File: src/rtl/grant_decoder.sv
// rtl/grant_decoder.sv - registered one-hot grant decoder with release, hold timeout and dead cycle
// Accepts an encoded index when idle and holds the grant until release or timeout.
module grant_decoder #(
  parameter int WIDTH    = 4,
  parameter int HOLD_MAX = 15,
  localparam int IW = $clog2(WIDTH),
  localparam int CW = (HOLD_MAX > 0) ? $clog2(HOLD_MAX + 1) : 1
) (
  input  logic             clk,
  input  logic             rst_n,
  input  logic             in_valid,
  output logic             in_ready,
  input  logic [IW-1:0]    in_encoded,
  input  logic [WIDTH-1:0] release_req,
  output logic [WIDTH-1:0] grant,
  output logic             grant_valid,
  output logic [IW-1:0]    grant_index,
  output logic             timeout,
  output logic             err
);

  typedef enum logic [1:0] {IDLE, GRANT, GAP} state_t;

  state_t        state, state_next;
  logic [CW-1:0] cnt;
  logic          accept, in_range, released, expired;

  assign accept   = in_valid && (state == IDLE);
  assign in_range = ({1'b0, in_encoded} < (IW+1)'(WIDTH));
  // Masking with grant honours only the current holder's release bit.
  assign released = |(release_req & grant);
  assign expired  = (HOLD_MAX != 0) && (cnt == CW'(HOLD_MAX));

  always_ff @(posedge clk or negedge rst_n) begin
    if (!rst_n) state <= IDLE;
    else        state <= state_next;
  end

  always_comb begin
    state_next = state;
    case (state)
      IDLE:    if (accept && in_range) state_next = GRANT;
      GRANT:   if (released || expired) state_next = GAP;
      GAP:     state_next = IDLE;
      default: state_next = IDLE;
    endcase
  end

  always_ff @(posedge clk or negedge rst_n) begin
    if (!rst_n) begin
      grant       <= '0;
      grant_index <= '0;
      cnt         <= '0;
      timeout     <= 1'b0;
      err         <= 1'b0;
    end else begin
      timeout <= 1'b0;
      err     <= 1'b0;
      case (state)
        IDLE: begin
          if (accept) begin
            if (in_range) begin
              grant       <= WIDTH'(1) << in_encoded;
              grant_index <= in_encoded;
              cnt         <= CW'(1);
            end else begin
              err <= 1'b1;
            end
          end
        end
        GRANT: begin
          if (released) begin
            grant <= '0;
          end else if (expired) begin
            grant   <= '0;
            timeout <= 1'b1;
          // With the timeout disabled the counter parks at its top value.
          end else if (cnt != '1) begin
            cnt <= cnt + CW'(1);
          end
        end
        default: grant <= '0;
      endcase
    end
  end

  always_comb begin
    in_ready    = (state == IDLE);
    grant_valid = |grant;
  end

endmodule

File: config.mk
export PLATFORM = sky130hd
export DESIGN_NAME = grant_decoder
export DESIGN_NICKNAME = d
export VERILOG_FILES = /design/src/rtl/grant_decoder.sv
export SDC_FILE = /design/constraint.sdc
export NUM_CORES = 1
export LEC_CHECK = 0
export CORE_AREA = 2 2 39 41
export CTS_CLUSTER_SIZE = 10
export DETAILED_ROUTE_END_ITERATION = 10
export DIE_AREA = 0 0 41 43
export DONT_BUFFER_PORTS = 1
export SYNTH_ARGS = -nofsm -noshare
export SYNTH_HDL_FRONTEND = slang
export SYNTH_SLANG_ARGS = --single-unit
File: constraint.sdc
create_clock -name clk -period 3 [get_ports clk]
set_input_delay 0.45 -clock clk [delete_from_list [all_inputs] [get_ports clk]]
set_output_delay 0.45 -clock clk [all_outputs]
set_load 0.02 [all_outputs]
# After elaboration in Yosys (flattened, before gate mapping)
# Cells that the tools add are included.
# totals
word_cells,42
out_inout_bits,10
register_bits,13
input_bits,9
# op_classes
n_bitwise,1
n_mux,15
n_reduce_logical,10
shift,1
addsub,1
eq_ne,9
# op_table
operator,count
4-bit 2-to-1 mux,7
4-bit case mux with 2 select lines,2
"2-bit inequality test, second input constant",4
4-bit OR reduction,2
2-bit AND reduction,3
5-bit AND reduction,1
"4-bit by 1-bit adder with 4-bit output, second input constant",1
4-bit AND,1
"4-bit equality test, second input constant",1
2-bit 2-to-1 mux,2
"4-bit inequality test, second input constant",1
2-bit case mux with 2 select lines,1
"1-bit by 2-bit left shift with 4-bit output, first input constant",1
1-bit 2-to-1 mux,3
"3-bit inequality test, second input constant",1
"2-bit by 1-bit equality test with 1-bit output, second input constant",1
2-bit logical NOT,1
"2-bit by 1-bit inequality test with 1-bit output, second input constant",1
2-bit nonzero test,1
1-bit logical AND,1
1-bit logical OR,1

# Logic depth before layout (Yosys ltp)
# Gate-level depths: netlist of the first run.
# depth
depth_word,5
depth_mapped,5
mapped_depth_nobuf,5

# Worst setup path before layout of the first run
# Ideal clock, no wire load.
# synth_path
path_type,register to output
from,register grant[0]
to,output port grant_valid
path_stages_with_launch,2
arrival_ns,1.117
n_path_buf,0
slack_ns,1.433
required_time_ns,2.550
path_cell_list,dfrtp_1 > or4_1
# synth_between
elab_chain_cells,1
# synth_lines
element,line_no,source
from (decl),15,"output logic [WIDTH-1:0] grant,"
from (signal assigned),63,grant <= WIDTH'(1) << in_encoded;
4-bit OR reduction,89,grant_valid = |grant;
to (decl),16,"output logic grant_valid,"
# No other way between the ends.

# Worst setup path in the final report of the first run
# Ends and elaborated chain as after synthesis.

==> results.ini, run 1 <==
[run_status]
outcome = finished, final reports clean

[floorplanning]
core_sq_um = 1384
num_rows = 14
die_w_um = 41
fp.dieH_um = 43
initial_utilization_pct = 46.38
die_area_sq_um = 1763
ios = 19

[routing]
met1_length_um = 528
wirelength_mm = 1.178
dr.max_layer_used = met4
drt_iter0_markers = 9
viasPerCell = 5.936
drc = 0
wl_met2_um = 529
ant_nets = 0
drt_pass1_iterations = 4
met3WireLength_um = 83
vias = 463
wire_per_inst_um = 15.10

[clock_network]
postCtsSetupBuffers = 0
root_buffer = clkbuf_4
numCtsBuffers = 3
clk_pin_slew_worst_paths_ns = 0.08
clock_sinks = 13
clk_latency_ns = 0.27
cts_tree = built
h-tree-depth = 1
cts_buffer_depth = 2

[power]
vdd.ir_drop.worst_mv = 0.4669
p_int_mw = 0.4349
power_switching_mw = 0.3577
power_density_nw_per_um2 = 1148
leakage_nw = 0.3236
netSwitchingFraction_pct = 45.13
clockPowerShare_pct = 13.7
p_total_mw = 0.7926
p_comb_share_pct = 39.4
seqPwrFrac_pct = 46.9

[critical_path]
crit_type = register to output pin
path_delay_family = simple AND/OR/NAND/NOR gates
arrival_ns = 1.44
worstPathRequired_ns = 2.55
crit_path_end_kind = output pin
cp-start-kind = register
worst-path-buf-inv = 0
cpPeakStageDelay_ns = 0.68
path_max_fanout = 4
crit_chain = or4_1
cp_slowest_cell = or4_1

[yosys]
yosysMostFrequentCell = dfrtp_1
ys_top_cells_by_count = dfrtp_1 (13), nand2_1 (10), nor2_1 (5), nand3_1 (3), o21ai_0 (2)
synth_nets = 68
synth.area.top_cells = dfrtp_1 (51%), nand2_1 (5.8%), a22oi_4 (3.3%)
synth_edf_count = 0
async_flop_share_pct = 100.0
synth_top_area_share_pct = 50.68
synth-seq-area-share_pct = 50.68
synth_cells = 58
yosysTopAreaCell = dfrtp_1
synth_cell_types = 30
syn_area_sq_um = 641.9
ys_warn_count = 0
avgSynthCellArea_sq_um = 11.07
ys.flop_type = dfrtp_1
synth_seq_cells = 13

[min_path]
min_path_type = primary input to register

[global_route]
gr-total-overflow = 0
grt_pass1_vias = 442
antenna_found_initial = 0
grt_pass1_wl_mm = 2.007
track_usage_pct = 17.45
grt_max_degree = 14

[timing]
layout_min_cycle_time_ns = 1.894
fmax_mhz = 527.8
relSlewSlack_pct = 61.54
maxSlewViolCount = 0
rsz0062_at_grt = false
final.period_utilization_pct = 63.15
finalSetupViolations = 0
finalClockSkew_ns = 0.003121
tightest_slew_ns = 0.5751
hold_viol_final = 0
fin_tns_setup_ns = 0

[placement]
numPortBuffers = 0
place_area_sq_um = 654.4
dp.final_hpwl_um = 887.5
gp_congestion = 0.7707

[final_layout]
syn_to_final_growth_pct = 7.602
num_antenna_cells = 0
fin_nets = 73
drive_above_1_share_pct = 17.74
final_area_sq_um = 690.7

[run]
max-cap-violations = 0

power groups by stage:
stage	clock network [mW]	registers (mW)	logic, mW
after global routing	0.117	0.387	0.356
after floorplan	0	0.355	0.270
after global placement	0	0.375	0.310
after CTS	0.111	0.372	0.317
after detailed placement	0	0.376	0.311
final	0.109	0.372	0.312
state kept, by name (all words and copies together), names as in the netlist:
signal / cells
grant_index: 2
grant: 4
cnt: 4
state: 2
timeout: 1
logic make-up after synthesis:
kind of cell / count (synthesis) / share of synthesized area (%)
other: 1 / 0.5842
DFF: 13 / 50.68
muxes: 1 / 1.754
AOI/OAI and AO/OA: 14 / 22.03
and+or+nand+nor: 26 / 21.25
buffers and inverters: 2 / 1.754
adders and majority gates: 1 / 1.949
cell usage in the layout (no fill, tap or decap), types with 2 or more instances in the layout:
cell type  count
o21ai_0        2
nand2_1       10
nor2_1         5
dfrtp_1       13
clkbuf_4       3
nand3_1        3
final timing paths:
path | from | end | slack (ns) | depth (start not counted)
setup / recovery | grant[0] | grant_valid | 1.11 | 1
hold / removal | in_encoded[1] | grant[1] | 0.25 | 1
setup reg to reg | state[0] | cnt[2] | 1.49 | 4
hold reg to reg | cnt[2] | cnt[2] | 0.55 | 1
max in group asynchronous | rst_n | cnt[1] | 2.02 | 1
min in group asynchronous | rst_n | grant[2] | 0.60 | 1
stage by stage:
step | hold WS, ns | cells | util (%) | setup WS [ns]
5_1_grt | 0.2476 | 78 | 49.91 | 1.078
3_5_place_dp | 0.1547 | 73 | 47.29 | 1.406
3_3_place_gp | 0.1547 | 73 | 47.29 | 1.417
6_report | 0.2511 | 78 | 49.91 | 1.106
2_1_floorplan | 0.1544 | 58 | - | 1.433
4_1_cts | 0.2517 | 78 | 49.91 | 1.100
repair_timing:
action | 4_1_cts | 5_1_grt
resized for setup | 0 | 0
hold endpoints to repair | 13 | 0
hold buffers | 1 | 0
area by class of cell:
class	instances	area, sq um
Clock buffer	4	26.28
Sequential cell	13	325.3
Timing Repair Buffer	1	10.01
Tap cell	16	20.02
Inverter	1	3.754
Fill cell	130	693.2
Multi-Input combinational cell	43	305.3
layer usage:
metal,vias up,GRT usage [%]
met2,15,22.50
met3,4,3.665
li1,224,-
met1,220,25.08
met4,0,12.00
met5,-,0
No activity file was read; power rests on OpenSTA's default activity.
==> run 2, diff against run 1 <==
==> constraint.sdc (replaced) <==
create_clock -name clk -period 1.86 [get_ports clk]
set_input_delay 0.279 -clock clk [delete_from_list [all_inputs] [get_ports clk]]
set_output_delay 0.279 -clock clk [all_outputs]
set_load 0.02 [all_outputs]
==> run 2 against run 1 <==
Non-clock buffer count rose by 1; register-to-register slack got worse by 1.1 ns; combinational power rose by 69%; setup slack got worse by 0.96 ns; clock-buffer cell count did not move; wire length rose by 0.76%; via count fell by 1.9%; hold slack got worse by 0.16 ns; sequential share of layout area fell by 0.51 points; sequential power rose by 62%; global-route usage fell by 0.19 points.
==> results.ini, run 2 (synthesized netlist as in run 1, its figures left out) <==
[placement]
place_area_sq_um = 661.9  ; +1.1%
dp.cells = 74  ; +1.4%
numPortBuffers = 0  ; unchanged
dp.final_hpwl_um = 909  ; +2.4%
gp_congestion = 0.7712  ; about the same

[timing]
finalSetupViolations = 0  ; unchanged
hold_viol_final = 0  ; unchanged
finalClockSkew_ns = 0.003277  ; +0.0001558 ns
fmax_mhz = 584.2
maxSlewViolCount = 0  ; unchanged
layout_min_cycle_time_ns = 1.712
tightest_slew_ns = 0.5652  ; -0.009870 ns
final.period_utilization_pct = 92.03
relSlewSlack_pct = 62.20  ; +0.66 points
rsz0062_at_grt = false
fin_tns_setup_ns = 0  ; unchanged

[clock_network]
cts_tree = built
h-tree-depth = 1  ; unchanged
root_buffer = clkbuf_4
postCtsSetupBuffers = 0  ; unchanged
clk_latency_ns = 0.27  ; about the same
ctsHoldBuffers = 1  ; unchanged
post_cts_resized = 0  ; unchanged
clk_pin_slew_worst_paths_ns = 0.08  ; about the same
clock_sinks = 13  ; unchanged
cts_buffer_depth = 2  ; unchanged
numCtsBuffers = 3  ; unchanged

[floorplanning]
initial_utilization_pct = 46.38  ; unchanged
core_sq_um = 1384  ; unchanged
num_rows = 14  ; unchanged
ios = 19  ; unchanged
die_area_sq_um = 1763  ; unchanged
fp.dieH_um = 43  ; unchanged
die_w_um = 41  ; unchanged

[run_status]
outcome = finished, final reports clean

[critical_path]
path_delay_family = simple AND/OR/NAND/NOR gates
cpPeakStageDelay_ns = 0.68  ; about the same
cp-start-kind = register
worstPathRequired_ns = 1.58  ; -0.97 ns
arrival_ns = 1.43  ; about the same
cp_slowest_cell = or4_1
crit_chain = or4_1
crit_type = register to output pin
path_max_fanout = 4  ; unchanged
crit_path_end_kind = output pin
worst-path-buf-inv = 0  ; unchanged

[run]
max-cap-violations = 0  ; unchanged

[final_layout]
final_cells = 79  ; +1.3%
layout_commonest_cell = dfrtp_1
final_core_util_pct = 50.45  ; +0.54 points
layout_common_cells = dfrtp_1 (13), nand2_1 (10), nor2_1 (5), nand3_1 (3), clkbuf_4 (3)
final_area_sq_um = 698.2  ; +1.1%
num_antenna_cells = 0  ; unchanged
syn_to_final_growth_pct = 8.772
fin_nets = 74  ; +1.4%
top_regs = cnt (4), grant (4)
drive_above_1_share_pct = 19.05  ; +1.3 points

[routing]
vias = 454  ; -1.9%
drc = 0  ; unchanged
wire_per_inst_um = 15.03  ; -0.51%
drt_iter0_markers = 10  ; +1
drt_pass1_iterations = 4  ; unchanged
ant_nets = 0  ; unchanged
viasPerCell = 5.747  ; -3.2%
wirelength_mm = 1.187  ; +0.76%

[global_route]
grt_max_degree = 14  ; unchanged
grt_use_met1_pct = 24.49  ; -0.59 points
track_usage_pct = 17.26  ; -0.19 points
grt_pass1_wl_mm = 1.994  ; -0.65%
use_met3_pct = 4.188  ; +0.52 points
use_met2_pct = 23.13  ; +0.63 points
grt_pass1_vias = 455  ; +2.9%
busiest_layer = met1
gr-total-overflow = 0  ; unchanged
antenna_found_initial = 0  ; unchanged

[min_path]
min_path_type = primary input to register

[power]
vdd.ir_drop.worst_mv = 0.8790  ; +88%
leakage_nw = 0.3285  ; +1.5%
power_density_nw_per_um2 = 1856  ; +62%

[run 2: cell count changes in the layout (fill, tap and decap cells not counted)]
cell,previous run,this run
buf_4,0,1
[run 2: routing by layer]
layer	vias up	wire, um
li1	226	-
met1	217	540
met2	9	565
met3	2	62
met4	0	18
met5	-	0
[run 2: final timing paths]
path,start,to,slack [ns],cells after the start
min,in_encoded[1],grant[1],0.09,1
max in group asynchronous,rst_n,state[0],1.05,1
max reg2reg,cnt[0],cnt[3],0.41,5
min reg2reg,cnt[2],cnt[2],0.55,1
min in group asynchronous,rst_n,grant[0],0.44,1
max,grant[0],grant_valid,0.15,1
[run 2: power breakdown]
part / switching (mW) / internal (mW)
clock: 0.0853 / 0.0829
combinational: 0.286 / 0.241
sequential: 0.206 / 0.395
total: 0.577 / 0.719
[run 2: final cells by class]
class,count,area (sq um)
Inverter,1,3.754
Timing Repair Buffer,2,17.52
Tap cell,16,20.02
Multi-Input combinational cell,43,305.3
Sequential cell,13,325.3
Fill cell,131,685.7
Clock buffer,4,26.28
[run 2: metrics by stage]
stage	power [mW]	setup slack (ns)	hold slack [ns]
6_report	1.296	0.1483	0.09494
2_1_floorplan	1.009	0.4635	-0.01659
4_1_cts	1.310	0.1367	0.08711
3_3_place_gp	1.123	0.4391	-0.01633
5_1_grt	1.398	0.1144	0.08806
3_5_place_dp	1.132	0.4097	-0.01624
